File: src/rtl/bcd_pkg.sv
// Shared BCD types and constants for the decimal datapath.
package bcd_pkg;

   localparam logic [3:0] BCD_MAX = 4'd9;
   localparam logic [3:0] BCD_ADJ = 4'd6;

   typedef logic [3:0] bcd_digit_t;

   function automatic logic bcd_invalid(input bcd_digit_t x);
      return x > BCD_MAX;
   endfunction

endpackage

File: src/rtl/bcd_digit_add.sv
// Combinational single-digit BCD adder with carry in/out and invalid-digit flag.
module bcd_digit_add
   import bcd_pkg::*;
(
   input  bcd_digit_t a,
   input  bcd_digit_t b,
   input  logic       cin,
   output bcd_digit_t d,
   output logic       cout,
   output logic       bad
);

   logic [4:0] s;

   always_comb begin
      s = {1'b0, a} + {1'b0, b} + {4'b0000, cin};
      // 4-bit wrap of s[3:0] + 6 equals (s + 6) mod 16, also for out-of-range digits
      if (s > {1'b0, BCD_MAX}) begin
         d    = s[3:0] + BCD_ADJ;
         cout = 1'b1;
      end else begin
         d    = s[3:0];
         cout = 1'b0;
      end
      bad = bcd_invalid(a) | bcd_invalid(b);
   end

endmodule

File: src/rtl/bcd_adder.sv
// Registered packed-BCD adder: ripple chain of digit adders, one output register stage.
module bcd_adder
   import bcd_pkg::*;
#(
   parameter int unsigned DIGITS = 1,
   localparam int unsigned W = 4 * DIGITS
) (
   input  logic         clk,
   input  logic         rst_n,
   input  logic [W-1:0] A,
   input  logic [W-1:0] B,
   output logic [W-1:0] Sum,
   output logic         Cout,
   output logic         out_valid,
   output logic         err
);

   logic [DIGITS:0]   carry;
   logic [DIGITS-1:0] bad;
   logic [W-1:0]      sum_d, sum_q;
   logic              cout_d, cout_q;
   logic              err_d, err_q;
   logic              valid_q;

   assign carry[0] = 1'b0;

   for (genvar i = 0; i < DIGITS; i++) begin : g_digit
      bcd_digit_add u_digit (
         .a    (A[4*i +: 4]),
         .b    (B[4*i +: 4]),
         .cin  (carry[i]),
         .d    (sum_d[4*i +: 4]),
         .cout (carry[i+1]),
         .bad  (bad[i])
      );
   end

   always_comb begin
      cout_d = carry[DIGITS];
      err_d  = |bad;
   end

   always_ff @(posedge clk or negedge rst_n) begin
      if (!rst_n) begin
         sum_q   <= '0;
         cout_q  <= 1'b0;
         err_q   <= 1'b0;
         valid_q <= 1'b0;
      end else begin
         sum_q   <= sum_d;
         cout_q  <= cout_d;
         err_q   <= err_d;
         valid_q <= 1'b1;
      end
   end

   assign Sum       = sum_q;
   assign Cout      = cout_q;
   assign err       = err_q;
   assign out_valid = valid_q;

endmodule

File: config.mk
export PLATFORM = sky130hd
export DESIGN_NAME = bcd_adder
export DESIGN_NICKNAME = d
export VERILOG_FILES = /design/src/rtl/bcd_pkg.sv /design/src/rtl/bcd_digit_add.sv /design/src/rtl/bcd_adder.sv
export SDC_FILE = /design/constraint.sdc
export NUM_CORES = 1
export LEC_CHECK = 0
export BUFFER_PORTS_ARGS = -buffer_cell sky130_fd_sc_hd__buf_4
export CAP_MARGIN = 20
export CORE_AREA = 2 2 39 41
export CTS_CLUSTER_DIAMETER = 120
export DETAILED_ROUTE_END_ITERATION = 7
export DIE_AREA = 0 0 41 43
export PLACE_DENSITY = 0.56
export RECOVER_POWER = 25
export SLEW_MARGIN = 20
export SYNTH_ARGS = -nofsm -noshare
export SYNTH_HDL_FRONTEND = slang
export SYNTH_SLANG_ARGS = --single-unit
File: constraint.sdc
create_clock -name clk -period 0.8 [get_ports clk]
set_clock_uncertainty 0.2 [all_clocks]
set_input_delay 0.08 -clock clk [delete_from_list [all_inputs] [get_ports clk]]
set_output_delay 0.08 -clock clk [all_outputs]
set_load 0.05 [all_outputs]
==> run_results.csv <==
group,metric,value,unit
setup_path,critPathCaptureType,"flop",
detailed_routing,dr_total_vias,371,
setup_path,worstPathRequired,0.78,ns
setup_path,cp_max_fo,3,
run,cap_violations,0,
power_and_ir_drop,power.total,1640,uW
logic_synthesis,yosys.area.top_type,"dfrtp_1",
logic_synthesis,synth_ff_type,"dfrtp_1",
cts,clockRootBuffer,"clkbuf_4",
placed_design,gp_congestion,0.633,
layout,stdcell_count,81,
detailed_routing,wirelength,780,um
detailed_routing,drc,0,
cts,htree_levels,1,
setup_path,crit_start,"A[0]",
die,die_w,41,um
timing,final-max-slew-violation-count,0,
global_route,grt_overflow,0,
layout,area_growth,76.6,%
setup_path,cp_slowest_cell,"fa_2",
status,violations,"hold timing, setup timing",
die,die_h,43,um
timing,rsz0062_at_grt,"yes",
cts,cts.sinks,7,
timing,finalSetupViolations,11,
placed_design,place_hpwl,654,um
detailed_routing,wire_per_inst,9.63,um
placed_design,port_buffers,16,
timing,fin_crit_sh,2.25,
logic_synthesis,synthArstFlopShare,1.00,
setup_path,crit_path_start_kind,"primary input",
global_route,grt_pass1_wl,1400,um
min_path,hold_class,"in2reg",
setup_path,cp.depth,9,
cts,clockBufferDepth,2,
placed_design,dp_cells,75,
layout,utilization,0.538,
logic_synthesis,postSynthAreaPerCell,11.4,um2
setup_path,cpPeakStageDelay,0.40,ns
cts,cts_made_buffers,3,
logic_synthesis,synthTopCellsByArea,"dfrtp_1 42%, ha_1 15%, o311ai_4 6.2%",
setup_path,crit_buf_inv,2,
timing,max_freq,556,MHz
global_route,grt_max_degree,8,
global_route,grt_pass1_vias,366,
timing,finalHoldViolCount,9,
die,rows,14,
timing,setup_slack,-0.999,ns
logic_synthesis,synth_top_area_frac,0.415,
logic_synthesis,ys_seq_area_frac,0.415,
logic_synthesis,syn_area,422,um2
logic_synthesis,synth_top_cells_by_count,"7 x dfrtp_1, 5 x ha_1, 5 x inv_1",
detailed_routing,ant_nets,0,
die,ios,17,
setup_path,arrival,1.78,ns
setup_path,crit_family,"adder cells",
setup_path,criticalPathCategory,"in2reg",
logic_synthesis,ys_types,19,
layout,num_antenna_cells,0,
logic_synthesis,synthesis.nets,53,
layout,num-fill-cells,137,
global_route,track_usage,0.122,
timing,setup_tns,-5.53,ns
setup_path,crit_top_cell,"ha_4",
layout,design.final.nets,82,
die,initial_utilization,0.305,
power_and_ir_drop,leakage,0.000348,uW
cts,postCtsHoldBufs,1,
power_and_ir_drop,ir_drop,0.581,mV
cts,cts_tree,"yes",
logic_synthesis,ys_ff_latch,7,
timing,layout_min_cycle_time,1.80,ns
detailed_routing,drt_first_iter_violations,1,
logic_synthesis,synth_most_common_cell,"dfrtp_1",
detailed_routing,dr.pass1.iters,2,
global_route,antenna_found_initial,0,
setup_path,crit_path_cell_trace,"buf_6, ha_4, inv_2, fa_2, xor2_4, ha_4, a31o_4, o311ai_4, mux2i_1",
detailed_routing,via_per_inst,4.58,
logic_synthesis,synth_edf_count,0,
setup_path,critical_path.endpoint,"Sum[2]",
die,core_area,0.00138,mm2
status,status,"finished with violations",
die,fp.dieArea,0.00176,mm2
logic_synthesis,synthCells,37,
logic_synthesis,ys_warn_count,0,
layout,drive_gt1_frac,0.631,
timing,whs,-0.141,ns
power_and_ir_drop,power.density,2200,mW/mm2
cts,clkTransAtPathRegs,0.05,ns
worst min path at each step:
stage / start / slack [ns] / cells after the start / end
global placement: rst_n / -0.31 / 1 / Sum[2]
CTS: B[0] / -0.15 / 2 / Sum[0]
finish: B[0] / -0.14 / 2 / Sum[0]
floorplan: rst_n / -0.42 / 0 / Cout
detailed placement: rst_n / -0.30 / 1 / Sum[2]
global route: B[0] / -0.14 / 2 / Sum[0]
sequential cells by signal (all words and copies together), names as in the netlist:
name	count
out_valid	1
Sum	4
err	1
Cout	1
metal layers:
| layer | track usage | vias up | share of wire |
|---|---|---|---|
| met3 | 0.0157 | 3 | 0.076 |
| met4 | 0.100 | 0 | 0.040 |
| li1 | - | 184 | - |
| met5 | 0 | - | 0 |
| met2 | 0.206 | 17 | 0.52 |
| met1 | 0.121 | 167 | 0.36 |
kinds of logic (layout without fill, tap and decap cells):
| logic type | after synthesis | count (layout) | synth area share |
|---|---|---|---|
| AOI/OAI and AO/OA | 9 | 9 | 0.175 |
| xor gates and xnor gates | 2 | 2 | 0.0416 |
| adders and majority gates | 6 | 6 | 0.196 |
| buffers and inverters | 5 | 33 | 0.0445 |
| DFF | 7 | 7 | 0.415 |
| muxes | 2 | 2 | 0.0475 |
| other | 1 | 1 | 0.00889 |
| and+or+nand+nor | 5 | 5 | 0.0712 |
where the power goes:
| part | internal (uW) | switching [uW] | leakage [uW] |
|---|---|---|---|
| clock | 191 | 133 | 0.0000150 |
| sequential | 437 | 30.9 | 0.0000752 |
| combinational | 380 | 467 | 0.000258 |
cell type report:
cell class                 instances  area, um2  area share
sequential                         7        183       0.245
multi-input combinational         25        283       0.380
clock buffer                       4       26.3      0.0353
inverter                           5       18.8      0.0252
timing repair buffer              24        214       0.287
tap                               16       20.0      0.0269
what timing repair did:
item / CTS / global route
cloned: 0 / 0
endpoints found under the hold margin: 9 / 2
setup buffers: 1 / 0
resized for setup: 11 / 0
setup endpoints to repair: 11 / 11
pin swaps: 1 / 0
metrics by stage:
stage                     setup slack, ns  instance area (um2)
after floorplan                     -1.09                  464
after global placement              -1.28                  649
after detailed placement            -1.28                  649
after CTS                          -0.999                  747
after global routing                -1.04                  744
final                              -0.999                  744
layout by cell type, fill, tap and decap left out, types with 2 or more instances in the layout:
master,Yosys,final
clkbuf_4,0,3
dfrtp_2,0,6
mux2i_1,2,2
ha_4,0,2
buf_4,0,13
ha_1,5,3
a21oi_1,2,2
buf_6,0,9
inv_1,5,4
o21ai_0,3,3
Power figures use the tool's default switching activity.
